==> src/rtl/hud_pkg.sv <==
// rtl/hud_pkg.sv - shared types and constants for the hearts HUD controller
// Contents:
//   HEART_SIZE_BITS : log2 of the heart bitmap edge (32 px)
//   hud_state_t     : life/HUD FSM states
//   lives_t         : life count type
package hud_pkg;

  localparam int HEART_SIZE_BITS = 5;

  typedef enum logic [1:0] {
    ALIVE,
    HIT_BLINK,
    GAME_OVER
  } hud_state_t;

  typedef logic [2:0] lives_t;

endpackage

==> src/rtl/hud_frame_timer.sv <==
// rtl/hud_frame_timer.sv - frame-based blink sequencer for the heart being lost
// Ports:
//   clk      : pixel clock
//   reset    : synchronous active-high reset
//   start    : clears the counters and restarts the blink at phase "on"
//   enable   : counting is allowed (blink animation active)
//   sof      : one-cycle start-of-frame pulse
//   blink_on : current blink phase, starts at 1, toggles every BLINK_HALF frames
//   done     : combinational pulse on the frame that completes BLINK_FRAMES frames
module hud_frame_timer #(
  parameter int BLINK_FRAMES = 60,
  parameter int BLINK_HALF   = 8
) (
  input  logic clk,
  input  logic reset,
  input  logic start,
  input  logic enable,
  input  logic sof,
  output logic blink_on,
  output logic done
);

  localparam int CW = $clog2(BLINK_FRAMES + 1);
  localparam int HW = $clog2(BLINK_HALF + 1);
  localparam logic [CW-1:0] FRAME_LAST = CW'(BLINK_FRAMES - 1);
  localparam logic [HW-1:0] HALF_LAST  = HW'(BLINK_HALF - 1);

  logic [CW-1:0] frame_cnt;
  logic [HW-1:0] half_cnt;

  always_ff @(posedge clk) begin
    if (reset || start) begin
      frame_cnt <= '0;
      half_cnt  <= '0;
      blink_on  <= 1'b1;
    end else if (enable && sof) begin
      if (frame_cnt != FRAME_LAST + 1'b1) begin
        frame_cnt <= frame_cnt + 1'b1;
      end
      if (half_cnt == HALF_LAST) begin
        half_cnt <= '0;
        blink_on <= ~blink_on;
      end else begin
        half_cnt <= half_cnt + 1'b1;
      end
    end
  end

  // A start in the same cycle wins, so a fresh blink is never cut short.
  assign done = enable && sof && !start && (frame_cnt == FRAME_LAST);

endmodule

==> src/rtl/hearts_hud_controller.sv <==
// rtl/hearts_hud_controller.sv - lives tracking, heart-row pixel mapping and blink/game-over FSM
// Optional feature macro: HEARTS_LOW_LIFE_PULSE_EN (last heart pulses 16 on / 16 off frames)
// Ports:
//   clk, resetN (sync, active-high)      : clock / reset
//   pixelX, pixelY                       : current VGA pixel
//   startOfFrame                         : one-cycle pulse per frame
//   lifeLost, lifeGained, restart        : one-cycle game events
//   offsetX, offsetY, InsideRectangle    : registered heart bitmap addressing
//   lives, gameOver                      : registered life count and game-over level
module hearts_hud_controller
  import hud_pkg::*;
#(
  parameter int MAX_LIVES    = 5,
  parameter int START_LIVES  = 3,
  parameter int TOP_LEFT_X   = 16,
  parameter int TOP_LEFT_Y   = 8,
  parameter int PITCH_BITS   = 6,
  parameter int BLINK_FRAMES = 60,
  parameter int BLINK_HALF   = 8
) (
  input  logic        clk,
  input  logic        resetN,
  input  logic [10:0] pixelX,
  input  logic [10:0] pixelY,
  input  logic        startOfFrame,
  input  logic        lifeLost,
  input  logic        lifeGained,
  input  logic        restart,
  output logic [10:0] offsetX,
  output logic [10:0] offsetY,
  output logic        InsideRectangle,
  output logic [2:0]  lives,
  output logic        gameOver
);

  localparam int SW = 11 - PITCH_BITS;
  localparam logic [10:0] ROW_END   = 11'(MAX_LIVES << PITCH_BITS);
  localparam logic [10:0] HEART_LIM = 11'(1 << HEART_SIZE_BITS);
  localparam lives_t      MAX_L     = 3'(MAX_LIVES);
  localparam lives_t      START_L   = 3'(START_LIVES);

  hud_state_t state;

  logic [10:0]   rel_x;
  logic [10:0]   rel_y;
  logic [SW-1:0] slot;
  logic          in_heart;
  logic          visible;
  logic          blink_on;
  logic          timer_done;
  logic          go_blink;
  logic          can_gain;
  lives_t        lives_gain;
  logic          low_life_hide;

  // Negative differences wrap to large values and fail the range tests.
  assign rel_x = pixelX - 11'(TOP_LEFT_X);
  assign rel_y = pixelY - 11'(TOP_LEFT_Y);
  assign slot  = rel_x[10:PITCH_BITS];

  assign in_heart = (rel_x < ROW_END) &&
                    (rel_x[PITCH_BITS-1:HEART_SIZE_BITS] == '0) &&
                    (rel_y < HEART_LIM);

  assign go_blink   = (state == ALIVE) && lifeLost && !lifeGained && (lives != '0);
  assign can_gain   = lifeGained && (lives < MAX_L);
  assign lives_gain = can_gain ? lives + 1'b1 : lives;

`ifdef HEARTS_LOW_LIFE_PULSE_EN
  logic [4:0] free_cnt;

  always_ff @(posedge clk) begin
    if (resetN) begin
      free_cnt <= '0;
    end else if (startOfFrame) begin
      free_cnt <= free_cnt + 1'b1;
    end
  end

  assign low_life_hide = (state == ALIVE) && (lives == 3'd1) && free_cnt[4];
`else
  assign low_life_hide = 1'b0;
`endif

  // The blinking slot sits just past the solid ones, at index == lives.
  assign visible = ((slot < SW'(lives)) && !(low_life_hide && (slot == '0))) ||
                   ((state == HIT_BLINK) && (slot == SW'(lives)) && blink_on);

  hud_frame_timer #(
    .BLINK_FRAMES(BLINK_FRAMES),
    .BLINK_HALF  (BLINK_HALF)
  ) u_timer (
    .clk     (clk),
    .reset   (resetN),
    .start   (restart || go_blink),
    .enable  (state == HIT_BLINK),
    .sof     (startOfFrame),
    .blink_on(blink_on),
    .done    (timer_done)
  );

  always_ff @(posedge clk) begin
    if (resetN) begin
      state    <= ALIVE;
      lives    <= START_L;
      gameOver <= 1'b0;
    end else if (restart) begin
      state    <= ALIVE;
      lives    <= START_L;
      gameOver <= 1'b0;
    end else begin
      case (state)
        ALIVE: begin
          if (go_blink) begin
            lives <= lives - 1'b1;
            state <= HIT_BLINK;
          end else if (can_gain && !lifeLost) begin
            lives <= lives_gain;
          end
        end
        HIT_BLINK: begin
          // Invulnerable: lifeLost ignored, lifeGained still counts.
          lives <= lives_gain;
          if (timer_done) begin
            if (lives_gain == '0) begin
              state    <= GAME_OVER;
              gameOver <= 1'b1;
            end else begin
              state <= ALIVE;
            end
          end
        end
        GAME_OVER: begin
          gameOver <= 1'b1;
        end
        default: begin
          state    <= ALIVE;
          gameOver <= 1'b0;
        end
      endcase
    end
  end

  always_ff @(posedge clk) begin
    if (resetN) begin
      offsetX         <= '0;
      offsetY         <= '0;
      InsideRectangle <= 1'b0;
    end else if (in_heart && visible && (state != GAME_OVER)) begin
      offsetX         <= 11'(rel_x[HEART_SIZE_BITS-1:0]);
      offsetY         <= 11'(rel_y[HEART_SIZE_BITS-1:0]);
      InsideRectangle <= 1'b1;
    end else begin
      offsetX         <= '0;
      offsetY         <= '0;
      InsideRectangle <= 1'b0;
    end
  end

endmodule

==> config.mk <==
export PLATFORM = sky130hd
export DESIGN_NAME = hearts_hud_controller
export DESIGN_NICKNAME = d
export VERILOG_FILES = /design/src/rtl/hud_pkg.sv /design/src/rtl/hud_frame_timer.sv /design/src/rtl/hearts_hud_controller.sv
export SDC_FILE = /design/constraint.sdc
export NUM_CORES = 1
export LEC_CHECK = 0
export CAP_MARGIN = 20
export CORE_MARGIN = 3
export CORE_UTILIZATION = 45
export DETAILED_ROUTE_END_ITERATION = 8
export PLACE_DENSITY = 0.78
export SETUP_SLACK_MARGIN = 0.5
export SKIP_CTS_REPAIR_TIMING = 1
export SYNTH_ARGS = -nofsm -noshare
export SYNTH_HDL_FRONTEND = slang
export SYNTH_SLANG_ARGS = --single-unit
==> constraint.sdc <==
create_clock -name clk -period 2.24 [get_ports clk]
set_input_delay 0.224 -clock clk [delete_from_list [all_inputs] [get_ports clk]]
set_output_delay 0.224 -clock clk [all_outputs]
set_load 0.01 [all_outputs]
# Word-level counts from Yosys, hierarchy flattened
# Index checks and enable logic that the tools add are counted.
[op_classes]
n_mux = 13
reduce_logical = 31
bitwise_logic = 5
n_addsub = 6
n_lt_le_gt_ge = 4
eq_ne = 11
[op_table]
columns = ["operator", "n"]
rows = [
  ["1-bit logical AND", 14],
  ["11-bit by 6-bit < comparator with 1-bit output (second input constant)", 1],
  ["11-bit by 9-bit < comparator with 1-bit output (second input constant)", 1],
  ["11-bit by 4-bit subtractor with 11-bit output (second input constant)", 1],
  ["11-bit by 5-bit subtractor with 11-bit output (second input constant)", 1],
  ["3-bit 2-to-1 mux", 3],
  ["2-bit != test (second input constant)", 4],
  ["6-bit by 1-bit adder with 6-bit output (second input constant)", 1],
  ["6-bit == test (second input constant)", 1],
  ["2-bit 2-to-1 mux", 3],
  ["6-bit != test (second input constant)", 1],
  ["2-bit one-hot mux with 3 select lines", 1],
  ["3-bit one-hot mux with 2 select lines", 1],
  ["2-bit AND reduction", 3],
  ["3-bit AND reduction", 2],
  ["5-bit by 3-bit == test with 1-bit output", 1],
  ["5-bit by 3-bit < comparator with 1-bit output", 1],
  ["1-bit inverter", 5],
  ["4-bit by 1-bit adder with 4-bit output (second input constant)", 1],
  ["4-bit by 3-bit == test with 1-bit output (second input constant)", 1],
  ["4-bit 2-to-1 mux", 1],
  ["2-bit OR reduction", 2],
  ["3-bit by 1-bit adder with 3-bit output (second input constant)", 1],
  ["1-bit zero test", 3],
  ["12 further kinds", 16],
]
[totals]
reg_bits = 40
in_bits = 28
wordCells = 81
output_inout_bits = 27

# Longest topological paths before layout
# Gate-level depths: netlist (run 1).
[logic_depth]
word_depth = 10
mapped_depth = 10
mapped_depth_nobuf = 9

# By module
# A second synthesis (run 1) with hierarchy kept.
[hier_totals]
cells_unflattened = 202
area_unflattened_um2 = 1720.4
[by_module_without_submodules]
columns = ["mod", "n_inst", "area_each_um2", "cells_each", "seq_area_each_um2"]
rows = [
  ["hearts_hud_controller", 1, 1156.1, 135, 340.3],
  ["hud_frame_timer", 1, 564.3, 67, 220.2],
]

# Worst setup path before layout (run 1)
# Ideal clock, no wire load.
[synth_timing]
kind = "register -> register"
startpoint = "register lives[0]"
endpoint = "register gameOver"
slack_ns = 0.445
setup_ns = 0.116
required_time_ns = 2.124
path_buffers = 0
path_stages_with_launch = 8
t_arrival_ns = 1.679
synth_period_minus_slack_ns = 1.795
cell_sequence = "dfxtp_1 inv_1 ha_1 and4bb_2 o211ai_1 a21oi_1 mux2i_1 nor3_1"
[synth_between]
elab_chain_cells = 8
elab_cells_between_ends = 14
classes_between = "add/sub (1); order compare (1); eq/ne (2); mux (1); reduce/logical (9)"
[synth_rtl]
columns = ["item", "line_no", "source"]
rows = [
  ["start, declared", "hearts_hud_controller.sv:32", "output logic [2:0] lives,"],
  ["start signal, assigned", "hearts_hud_controller.sv:115", "lives <= lives - 1'b1;"],
  ["start signal, assigned", "hearts_hud_controller.sv:118", "lives <= lives_gain;"],
  ["start signal, assigned", "hearts_hud_controller.sv:123", "lives <= lives_gain;"],
  ["branches (longest 7 deep; another with 3-bit < comparator)", "--", ""],
  ["3-bit AND reduction (no source line) *", "--", ""],
  ["end signal, assigned", "hearts_hud_controller.sv:106", "gameOver <= 1'b0;"],
  ["end signal, assigned", "hearts_hud_controller.sv:110", "gameOver <= 1'b0;"],
  ["end signal, assigned", "hearts_hud_controller.sv:127", "gameOver <= 1'b1;"],
  ["end, declared", "hearts_hud_controller.sv:33", "output logic gameOver"],
]
# Every way passes the cells marked *.
# A chain may end at the register's enable or synchronous reset.

# Final worst setup path (run 1)
[layout_timing]
startpoint = "input pixelX[4]"
endpoint = "register offsetX[1]"
[layout_between]
elab_chain_cells = 9
elab_cells_between_ends = 14
classes_between = "add/sub (1); order compare (2); eq/ne (1); bitwise (2); reduce/logical (8)"
[layout_rtl]
columns = ["item", "line_no", "source"]
rows = [
  ["start, declared", "hearts_hud_controller.sv:23", "input logic [10:0] pixelX,"],
  ["11-bit by 5-bit subtractor with 11-bit output *", "hearts_hud_controller.sv:57", "assign rel_x = pixelX - 11'(TOP_LEFT_X);"],
  ["branches (longest 4 deep; another with 11-bit by 9-bit < comparator with 1-bit output)", "--", ""],
  ["1-bit logical AND * (2 in series)", "hearts_hud_controller.sv:149", "end else if (in_heart && visible && (state != GAME_OVER)) begin"],
  ["1-bit inverter (no source line) *", "--", ""],
  ["2-bit OR reduction (no source line) *", "--", ""],
  ["end signal, assigned", "hearts_hud_controller.sv:150", "offsetX <= 11'(rel_x[HEART_SIZE_BITS-1:0]);"],
  ["end, declared", "hearts_hud_controller.sv:29", "output logic [10:0] offsetX,"],
]
# Marked as above.

==> impl.org, run 1 <==
** Global route
- For this run the aggregate overflow at the end of global routing stands at 0.
- The via count of the first global-routing pass was 1375.
- The first global-routing pass estimated 6060 µm of wire.
- Total global-route track usage :: 0.170
- For met3 alone, demand over resource in global routing was 0.0216.
- GRT busiest layer :: met2
- For this run, global-route usage on met2 was measured as 0.305.
- Number of antenna violations at the first check in global routing :: 0
- For this run, global-route usage on met1 was measured as 0.214.
- Largest net degree at the start of global routing :: 17

** Logic synthesis
- Register bit count reported by yosys :: 28
- Of the synthesized area, sequential elements account for 0.329.
- Yosys mapped a number of flops with a built-in enable equal to 0.
- Ys Warns :: 0
- Most frequent cell after synthesis :: sky130_fd_sc_hd__dfxtp_1
- Cell count after synthesis :: 200
- After synthesis, the most frequently instantiated cells are 28 x sky130_fd_sc_hd__dfxtp_1, 17 x sky130_fd_sc_hd__nand2_1, 15 x sky130_fd_sc_hd__nor2_1.
- In the synthesized netlist the dominant register cell turns out to be sky130_fd_sc_hd__dfxtp_1.
- Ys async rst share :: 0
- Number of distinct library cell variants in the gate-level netlist after synthesis :: 42
- By area the synthesized netlist is led by sky130_fd_sc_hd__dfxtp_1 33%, sky130_fd_sc_hd__ha_1 10%, sky130_fd_sc_hd__buf_4 5.3%, sky130_fd_sc_hd__and2_4 4.6%, sky130_fd_sc_hd__nand2_1 3.7%.
- Share of the synthesized area in the top cell type :: 0.329
- In this run the cell area of the synthesized design comes to 1710 µm².
- A synthesized cell averages 8.53 µm².
- Biggest area consumer among synthesized cells :: sky130_fd_sc_hd__dfxtp_1

** Finish
- Counting the fill cells in the layout gives 269.
- Share of layout cells above drive strength 1 :: 0.165
- Number of nets at the end of the flow :: 297
- Fin util :: 0.679
- Filler-free cell count of the finished design :: 300
- The repair_antennas step left the layout with diodes totalling 0.
- The area growth from synthesis to layout is 39.2%.

** Setup path
- For flop-to-flop paths, the worst setup slack is 0.49 ns.
- Endpoint of the worst register-to-register path :: offsetX[1]
- For the worst setup path, the data arrival time is 2.02 ns.
- Critical path startpoint category :: input port
- Critical path capture point type :: flip-flop
- The critical path is of the in2reg type.
- Required time of the worst setup path :: 2.47 ns
- Measured in cells, the most critical reg-to-reg path has a length of 8.
- Crit Path Max Fanout :: 5
- Launch point of the worst reg-to-reg path :: lives[1]

** CTS
- TritonCTS created 3 clock buffers.
- CTS tree :: built
- Root buffer cell :: sky130_fd_sc_hd__clkbuf_8
- Number of H-tree levels :: 1
- Buffer levels on the longest clock path :: 2
- After clock tree synthesis, the clock-pin slew on the worst setup and hold paths is 0.10 ns.
- The clock drives 28 sinks.
- At the later pin of the worst-skew pair, clock insertion delay measures 0.28 ns.

** Floorplanning
- The die is 67.6 µm tall.
- For this configuration, the core starts out at a cell density of 0.488.
- The core region is 3490 µm².
- Die area :: 4560 µm²
- I/O Pins :: 55
- Placement Rows :: 21
- Width of the die :: 67.6 µm

** STA
- Max-slew violation count :: 0
- Shortest clock period the worst path allows after layout :: 1.79 ns
- Setup violations remaining at the end of the flow were counted as 0.
- Of the available clock period, the critical path in the final layout requires 0.798.
- Max Clock Freq :: 559 MHz
- Final hold violation count :: 0
- Setup TNS :: 0 ns
- Worst Clk Skew :: 0.00502 ns
- Setup repair after global routing could not meet its margin everywhere.

** Routing
- The pre-antenna-repair detailed-routing pass consisted of 5 iterations.
- Average detailed-routed wire length per instance :: 14.1 µm
- The routed layout has 1603 vias.
- The count of nets left with antenna violations once routing finished came out at 0.
- After detailed routing, the number of remaining DRC violations is 0.
- In the routed layout, each cell is associated on average with a via count of 5.34.
- For this block, the initial DRC count from the detailed router was 72.
- Detailed-route wire length :: 4240 µm

** Hold path
- Worst Hold Launch :: state[1]
- Type of the tightest min-delay check :: reg2reg
- Instance count along the most critical hold path :: 2
- Hold Path Sink :: state[1]

** Pwr
- For this design the static power due to leakage is 0.970 nW.
- Worst-case vdd ir drop :: 0.268 mV
- Summing internal, switching and leakage power gives 1.11 mW.
- In this run the power density over the cells is 466 nW/µm².

** Place
- During placement, the flow inserted port buffers numbering 42.
- Final GP Congestion :: 0.849
- Placed wire-length estimate after detailed placement :: 3020 µm
- After detailed placement, the design holds a cell count of 290.

** Run
- Across the run, the number of max-cap violations was 0.

** Run status
- The flow ran to the end, and the final reports show no timing, DRC or antenna violations.
-- layer usage --
| layer | wire length, µm | up-vias |
|---|---|---|
| met5 | 0 | - |
| met4 | 100 | 0 |
| met3 | 224 | 14 |
| met2 | 2210 | 77 |
| met1 | 1710 | 734 |
| li1 | - | 778 |
-- worst max-delay path, stage by stage --
cell	delay, ns
sky130_fd_sc_hd__dlymetal6s2s_1	0.15
sky130_fd_sc_hd__nor3_2	0.18
sky130_fd_sc_hd__xor2_1	0.20
sky130_fd_sc_hd__ha_1	0.27
sky130_fd_sc_hd__nor2b_1	0.14
sky130_fd_sc_hd__o21a_1	0.16
sky130_fd_sc_hd__o22ai_1	0.15
sky130_fd_sc_hd__o2111a_2	0.27
sky130_fd_sc_hd__buf_4	0.14
sky130_fd_sc_hd__and2_4	0.13
-- per-stage QoR --
| stage | worst slack [ns] | cell area (µm²) | hold slack, ns |
|---|---|---|---|
| global route | 0.346 | 2370 | 0.492 |
| finish | 0.453 | 2370 | 0.493 |
| floorplan | 0.512 | 1750 | 0.301 |
| global placement | -0.0582 | 2160 | 0.463 |
| detailed placement | -0.123 | 2160 | 0.476 |
| CTS | 0.164 | 2230 | 0.489 |
-- how the worst max path moves through the flow --
| stage | start | to | slack (ns) | depth (start not counted) |
|---|---|---|---|---|
| floorplan | pixelX[5] | offsetX[0] | 0.51 | 9 |
| global placement | pixelX[5] | offsetY[1] | -0.06 | 10 |
| detailed placement | pixelX[5] | offsetY[1] | -0.12 | 10 |
| CTS | pixelX[5] | offsetY[1] | 0.16 | 10 |
| global route | pixelX[6] | offsetY[1] | 0.35 | 10 |
| finish | pixelX[4] | offsetX[1] | 0.45 | 10 |
-- final cells by class --
class                      count  area, µm²  share of cell area
clock buffer                   3       41.3              0.0174
sequential                    28        568               0.239
inverter                      12       45.0              0.0190
timing repair buffer          54        524               0.221
multi-input combinational    156       1110               0.467
tap                           46       57.6              0.0242
clock inverter                 1       30.0              0.0127
-- kinds of logic (layout without fill, tap and decap cells) --
group,count (synthesis),after routing,share of synthesized area
muxes,3,3,0.0176
DFF,28,28,0.329
AOI/OAI and AO/OA,33,33,0.123
xor gates and xnor gates,9,9,0.0462
buffers and inverters,27,70,0.0910
adders and majority gates,14,14,0.103
and+or+nand+nor,85,85,0.289
other,1,12,0.00220
-- power by group --
group          total (mW)  switching, mW  internal [mW]
Combinational       0.203         0.0969          0.106
Clock               0.400          0.161          0.239
Sequential          0.504        0.00389          0.500
Total                1.11          0.261          0.846
-- registers in the layout, summed over array words and instances, names as in the netlist --
register / count
offsetY: 5
InsideRectangle: 1
u_timer.half_cnt: 4
gameOver: 1
lives: 3
u_timer.blink_on: 1
offsetX: 5
u_timer.frame_cnt: 6
state: 2
-- cells in the final DEF (no fill, tap or decap), drive strengths merged, types with 7 or more instances in the layout --
master	instances
ha	14
a21oi	8
conb	12
inv	12
clkdlybuf4s50	38
nor2	15
dfxtp	28
and2	10
o21ai	11
nor3	7
buf	12
nand2	17
(Power assumes the default switching activity.)
==> inputs of run 2 (changes only) <==
- CORE_UTILIZATION: 45 -> 42
- PLACE_DENSITY: 0.78 -> 0.77
- clock period: 2.24 -> 1.58 ns (I/O delays scaled with it)
==> run 2 against run 1 <==
The run now ends with negative setup slack left. Die area rose by 6.5%. Worst hold slack got worse by 0.11 ns. Power rose by 45%. Non-clock buffer count rose by 26. Clock power rose by 27%. Sequential share of layout area fell by 4.2 points. Flip-flop and latch count did not move. Count of clock-buffer cells in the layout rose by 1. Critical path type is now reg2reg. Critical endpoint is now offsetX[0]. Largest power group unchanged.
==> impl.org, run 2 (synthesis results as in run 1) <==
** Routing
- The met3 layer wire length in the routed design came to 150 µm (-33%).
- The count of unresolved DRC violations after routing is 0 (unchanged).
- The first-pass iteration count of the detailed router was 5 (unchanged).
- The total via count in the routed design came to 1677 (+4.6%).
- The first-iteration detailed-routing DRC count came to 75 (+4.2%).
- Post-route met1 wirelength :: 1920 µm (+13%)
- The remaining antenna violation count after routing is 0 (unchanged).
- The per-cell via count in the routed design was 5.10 (-4.6%).
- Detailed route wirelength on metal2 :: 2480 µm (+12%)
- Signal routing reaches up to met4.
- The routed wirelength normalized by instance count came to 14.1 µm (-0.37%).
- Detailed-route wire length :: 4640 µm (+9.3%)

** Floorplanning
- Total core area :: 3800 µm² (+8.7%)
- The count of standard-cell rows is 22 (+4.8%).
- Width of the die :: 69.7 µm (+3.2%)
- Die area :: 4860 µm² (+6.5%)
- The vertical extent of the die came to 69.7 µm (+3.2%).
- Initial Util :: 0.449 (-0.0391)
- The boundary pin count is 55 (unchanged).

** Global route
- The initial antenna violation count came to 0 (unchanged).
- The pin count of the biggest net entering global routing is 17 (unchanged).
- The total routing resource utilization after global routing came to 0.157 (-0.0135).
- Wire length of the first global-routing pass :: 6390 µm (+5.5%)
- The via count of the first global-routing pass was 1496 (+8.8%).
- Sum of overflow across all layers after global routing :: 0 (unchanged)

** Finish
- The number of flip-flops in the largest register is 6 (unchanged).
- The library cell used most frequently in the layout, excluding fill and tap cells, is sky130_fd_sc_hd__buf_4.
- Registers with the highest flip-flop counts :: u_timer.frame_cnt (6), offsetX (5), offsetY (5)
- Share of layout cells above drive strength 1 :: 0.402 (+0.237)
- More flip-flops sit in one register than any other, and that register is u_timer.frame_cnt.
- Summed area of non-filler cells in the final layout :: 2940 µm² (+24%)
- Number of nets at the end of the flow :: 324 (+9.1%)
- The post-layout utilization of the core was 0.773 (+0.0935).
- Synth-to-Final Area Change :: 72.1%
- Most used cells in the layout excluding fill and tap cells :: 26 x sky130_fd_sc_hd__buf_4, 22 x sky130_fd_sc_hd__clkdlybuf4s50_1, 20 x sky130_fd_sc_hd__dfxtp_1
- The number of antenna diodes is 0 (unchanged).

** CTS
- The latest clock arrival within the worst-skew pair is 0.28 ns (about the same).
- The total number of clock tree sinks is 28 (unchanged).
- The maximum level of the CTS H-tree came to 1 (unchanged).
- CTS tree :: built
- Root buffer cell :: sky130_fd_sc_hd__clkbuf_8
- Buffer levels on the longest clock path :: 2 (unchanged)
- Number of CTS-inserted buffers :: 3 (unchanged)
- The clock transition at the registers of the reported paths came to 0.10 ns (about the same).

** Setup path
- Critical setup path kind :: reg2reg
- Crit Path Max Fanout :: 5 (unchanged)
- Critical path startpoint category :: flip-flop
- Data arrival, critical path :: 1.90 ns (-0.12 ns)
- Required time of the worst setup path :: 1.80 ns (-0.67 ns)
- The worst setup path is captured at a flip-flop.

** STA
- The total of endpoints with negative setup slack in the final report was 11 (+11).
- Hold Worst Slack :: 0.383 ns (-0.110 ns)
- For this run, the top clock speed supported by timing is 596 MHz.
- Max-slew violation count :: 0 (unchanged)
- The worst path in the final design needs a cycle of 1.68 ns, including I/O delays and setup.
- Worst Clk Skew :: 0.00826 ns (+0.00324 ns)
- The hold violation total from the final report was 0 (unchanged).
- The least setup slack across all paths after layout is -0.0968 ns (-0.549 ns).
- Setup repair after global routing could not meet its margin everywhere.
- The final sum of negative setup slack is -0.912 ns (-0.912 ns).
- Final worst-path cycle share :: 1.06

** Place
- The weighted congestion at the end of routability-driven global placement came to 0.839 (-1.2%).
- Port Buffers :: 42 (unchanged)
- Placement-stage cell area :: 2470 µm² (+14%)
- Placed wire-length estimate after detailed placement :: 3160 µm (+4.7%)

** Pwr
- Static Leak :: 1.39 nW (+44%)
- Worst-case vdd ir drop :: 0.355 mV (+32%)
- Total internal power :: 1.19 mW (+40%)
- The proportion of power drawn by combinational gates is 0.237 (+0.053).
- Power dissipated by switching net loads :: 0.412 mW (+58%)
- Total power consumption of the routed design :: 1.60 mW (+45%)
- The part of the total power dissipated in sequential elements is 0.445 (-0.010).
- The portion of total power attributed to the clock network came to 0.318 (-0.043).
- The switching portion of total power came to 0.258 (+0.0216).
- The total power divided by cell area came to 545 nW/µm² (+17%).

** Hold path
- Type of the tightest min-delay check :: in2reg

** Run status
- The final reports fail on negative setup slack.
- Outcome :: finished with violations

** Run
- The max capacitance violation total was 0 (unchanged).
[run 2: changes by cell type in the layout (fill, tap and decap cells not counted), sizes merged]
cell           change
buf               +27
clkdlybuf4s50     -16
dlymetal6s2s      +11
clkbuf             +5
bufinv             -1
nand2              +1
[run 2: layout make-up]
cell class                 count  area [µm²]
clock buffer                   4        66.3
fill                         249         863
inverter                      12        52.6
multi-input combinational    157        1390
sequential                    28         581
tap                           48        60.1
timing repair buffer          80         791
[run 2: power by group through the flow]
stage               Sequential, mW  Combinational (mW)  Clock [mW]
floorplan                    0.734               0.166           0
global placement             0.730               0.307           0
detailed placement           0.730               0.311           0
CTS                          0.714               0.313       0.511
global route                 0.713               0.411       0.533
finish                       0.712               0.379       0.509
[run 2: worst paths after layout]
path	from	to	slack, ns	depth (start not counted)
min	pixelX[4]	offsetX[4]	0.38	4
max	state[0]	offsetX[0]	-0.1	8
min reg2reg	u_timer.half_cnt[1]	u_timer.half_cnt[1]	0.50	2
max reg2reg	state[0]	offsetX[0]	-0.1	8
[run 2: metrics by stage]
stage | instances | setup slack (ns)
after floorplan | 211 | -0.0187
after global placement | 315 | -0.676
after detailed placement | 315 | -0.728
after CTS | 319 | -0.445
after global routing | 329 | -0.158
final | 329 | -0.0968
[run 2: layer usage]
| metal | track usage | vias up |
|---|---|---|
| met5 | 0 | - |
| met4 | 0.0426 | 0 |
| met3 | 0.0203 | 8 |
| met2 | 0.288 | 38 |
| met1 | 0.190 | 795 |
| li1 | - | 836 |
[run 2: critical path, cell delays in order (launching register included)]
cell                       delay, ns
sky130_fd_sc_hd__dfxtp_2        0.35
sky130_fd_sc_hd__inv_2          0.05
sky130_fd_sc_hd__ha_4           0.16
sky130_fd_sc_hd__nor4_4         0.28
sky130_fd_sc_hd__o21ai_1        0.10
sky130_fd_sc_hd__nor3_1         0.16
sky130_fd_sc_hd__o2111a_2       0.26
sky130_fd_sc_hd__buf_6          0.13
sky130_fd_sc_hd__and2_4         0.13
==> inputs of run 3 (changes only) <==
- CORE_MARGIN: 3 -> 4
- CTS_CLUSTER_SIZE: default -> 40
- TNS_END_PERCENT: default -> 10
==> run 3 against run 2 <==
The run still ends with negative setup slack left. Power down 2.7%. First-iteration DRC count is 71% lower. Wire length fell by 11%. Design area fell by 6.9%. Critical path depth is the same. Critical path type unchanged. Critical endpoint is now offsetY[1]. Highest routed layer unchanged.
==> impl.org, run 3 (synthesis results as in run 1) <==
** Hold path
- Type of the tightest min-delay check :: in2reg

** Setup path
- The startpoint identified for the worst register-to-register timing path is state[0].
- Crit path launch :: state[0]
- Critical path startpoint category :: flip-flop
- The critical path ends at offsetY[1].
- Critical path capture point type :: flip-flop
- Crit Path Max Fanout :: 6 (+1)
- The worst setup slack for register-to-register paths came to -0.06 ns (+0.04 ns).
- Critical setup path kind :: reg2reg
- The highest cell delay on the worst timing path was 0.35 ns (about the same).
- Required time of the worst setup path :: 1.80 ns (about the same)
- In this run the critical register-to-register path is captured at offsetY[1].
- Cell with the biggest individual delay on the critical path :: sky130_fd_sc_hd__dfxtp_2
- Crit path cell chain :: inv_2, ha_4, nor4_4, o21ai_1, nor3_1, o2111a_2, buf_6, and2_4
- The arrival time reported for the critical path endpoint was 1.86 ns (-0.04 ns).
- Cell count of the worst reg-to-reg path :: 8 (unchanged)

** Routing
- ANT nets after route :: 0 (unchanged)
- The final wirelength is 4130 µm (-11%).
- Post-route met1 wirelength :: 1770 µm (-7.9%)
- Average detailed-routed wire length per instance :: 12.8 µm (-9.2%)
- In this run the top signal layer used is met4.
- The per-cell via count in the routed design was 5.01 (-1.7%).
- DRC Markers :: 0 (unchanged)
- Count of routing violations after the opening detailed-route iteration :: 22 (-71%)
- Detailed route wirelength on metal2 :: 2160 µm (-13%)
- Sum of met3 wire segment lengths after detailed routing :: 166 µm (+11%)
- Via count :: 1618 (-3.5%)
- Pre-antenna DRT Iters :: 4 (-1)

** Run status
- Failing checks :: negative setup slack
- Outcome :: finished with violations

** CTS
- The latest clock arrival within the worst-skew pair is 0.28 ns (about the same).
- The maximum level of the CTS H-tree came to 1 (unchanged).
- Clock tree synthesis selected as its root buffer the cell sky130_fd_sc_hd__clkbuf_8.
- CTS tree :: built
- The total number of clock tree sinks was 28 (unchanged).
- The TritonCTS buffer count is 3 (unchanged).
- The number of buffers between clock root and the deepest sink was 2 (unchanged).
- The clock transition at the registers of the reported paths was 0.10 ns (about the same).

** Finish
- The ratio of cells with drive above 1 in the final layout came to 0.324 (-0.0785).
- More flip-flops sit in one register than any other, and that register is u_timer.frame_cnt.
- The number of antenna diodes came to 0 (unchanged).
- Filler-free cell count of the finished design :: 323 (-1.8%)
- Number of nets at the end of the flow :: 318 (-1.9%)
- Synth-to-Final Area Change :: 60.2%
- Max reg flops :: 6 (unchanged)
- In the layout the commonest cells are 29 x sky130_fd_sc_hd__buf_4, 22 x sky130_fd_sc_hd__clkdlybuf4s50_1, 19 x sky130_fd_sc_hd__dfxtp_1, 19 x sky130_fd_sc_hd__dlymetal6s2s_1, 15 x sky130_fd_sc_hd__nand2_1.
- Most common cell after layout, fill and taps aside :: sky130_fd_sc_hd__buf_4
- The post-layout utilization of the core came to 0.719 (-0.0537).
- The largest registers in the layout are u_timer.frame_cnt (6), offsetX (5), offsetY (5).

** Place
- The weighted congestion at the end of routability-driven global placement came to 0.818 (-2.5%).
- Placed wire-length estimate after detailed placement :: 3090 µm (-2.1%)
- Port Buffers :: 42 (unchanged)
- Pre-CTS WS :: -0.718 ns (+0.00939 ns)
- Cell total after placement :: 317 (+0.63%)

** Run
- The max capacitance violation total was 0 (unchanged).

** STA
- The highest clock rate is 611 MHz (+2.4%).
- The total of endpoints with negative setup slack in the final report was 11 (unchanged).
- Max-slew violation count :: 0 (unchanged)
- The share of the clock period used by the worst path was 1.04 (-0.0251).
- The time the final worst path needs with I/O delays and setup is 1.64 ns (-0.0397 ns).
- The hold violation total from the final report is 0 (unchanged).
- Setup repair after global routing could not meet its margin everywhere.
- Worst Clk Skew :: 0.0112 ns (+0.00292 ns)
- Worst path setup slack after routing :: -0.0571 ns (+0.0397 ns)

** Floorplanning
- Width of the die :: 71.7 µm (+2.9%)
- Total core area :: 3800 µm² (unchanged)
- Placement Rows :: 22 (unchanged)
- Initial Util :: 0.449 (unchanged)
- The area of the die is 5140 µm² (+5.8%).
- The vertical extent of the die was 71.7 µm (+2.9%).
- I/O Pins :: 55 (unchanged)

** Global route
- Total global-route track usage :: 0.144 (-0.0132)
- Via count of the first global-routing pass :: 1466 (-2.0%)
- The first-pass GRT wire length is 6130 µm (-4.0%).
- Sum of overflow across all layers after global routing :: 0 (unchanged)
- Number of antenna violations at the first check in global routing :: 0 (unchanged)
- Largest net degree at the start of global routing :: 17 (unchanged)

** Pwr
- Total power consumption of the routed design :: 1.56 mW (-2.7%)
- Static Leak :: 1.35 nW (-3.1%)
- Worst-case vdd ir drop :: 0.383 mV (+7.8%)
- Power density cells :: 570 nW/µm² (+4.6%)
run 3: changes by cell type in the layout (fill, tap and decap cells not counted), moves of 3 or more:
cell,before,now
sky130_fd_sc_hd__clkbuf_2,4,1
sky130_fd_sc_hd__buf_4,26,29
sky130_fd_sc_hd__o21ai_2,3,0
sky130_fd_sc_hd__o21ai_0,3,8
sky130_fd_sc_hd__dfxtp_2,4,7
sky130_fd_sc_hd__buf_6,10,4
sky130_fd_sc_hd__dlymetal6s2s_1,15,19
run 3: critical path: cells and delay by family (launching register included):
| family | cells | cell delay [ns] |
|---|---|---|
| simple gates | 3 | 0.53 |
| compound gates | 2 | 0.36 |
| flops | 1 | 0.35 |
| buf+inv | 2 | 0.18 |
| fa+ha+maj | 1 | 0.16 |
run 3: power breakdown:
group / internal [mW] / switching, mW
combinational: 0.188 / 0.151
clock: 0.276 / 0.228
sequential: 0.709 / 0.00550
run 3: stage by stage:
stage | TNS, ns | instance area (µm²) | hold WS (ns)
2_1_floorplan | -0.168 | 1780 | 0.235
6_report | -0.398 | 2730 | 0.338
3_3_place_gp | -7.73 | 2390 | 0.461
4_1_cts | -5.23 | 2450 | 0.437
3_5_place_dp | -8.45 | 2390 | 0.484
5_1_grt | -1.33 | 2730 | 0.355
run 3: routing by layer:
layer  GRT usage  vias to the layer above
met4      0.0459                        0
met2       0.263                       35
met1       0.178                      759
li1            -                      820
met3     0.00842                        4
met5           0                        -
run 3: cell type report:
type | count | area, µm²
flip-flops and latches | 28 | 577
well taps | 48 | 60.1
inverters | 12 | 52.6
repair buffers | 75 | 726
clock buffers | 4 | 66.3
fillers | 295 | 1070
multi-input cells | 156 | 1250
run 3: worst min-delay path by stage:
| stage | startpoint | endpoint | slack [ns] | cells past startpoint |
|---|---|---|---|---|
| final | pixelX[4] | offsetX[4] | 0.34 | 4 |
| after global routing | pixelX[4] | offsetX[4] | 0.35 | 4 |
| after CTS | pixelY[2] | offsetY[2] | 0.44 | 2 |
| after detailed placement | u_timer.half_cnt[0] | u_timer.half_cnt[0] | 0.48 | 2 |
| after global placement | u_timer.half_cnt[1] | u_timer.half_cnt[1] | 0.46 | 2 |
| after floorplan | resetN | gameOver | 0.23 | 1 |
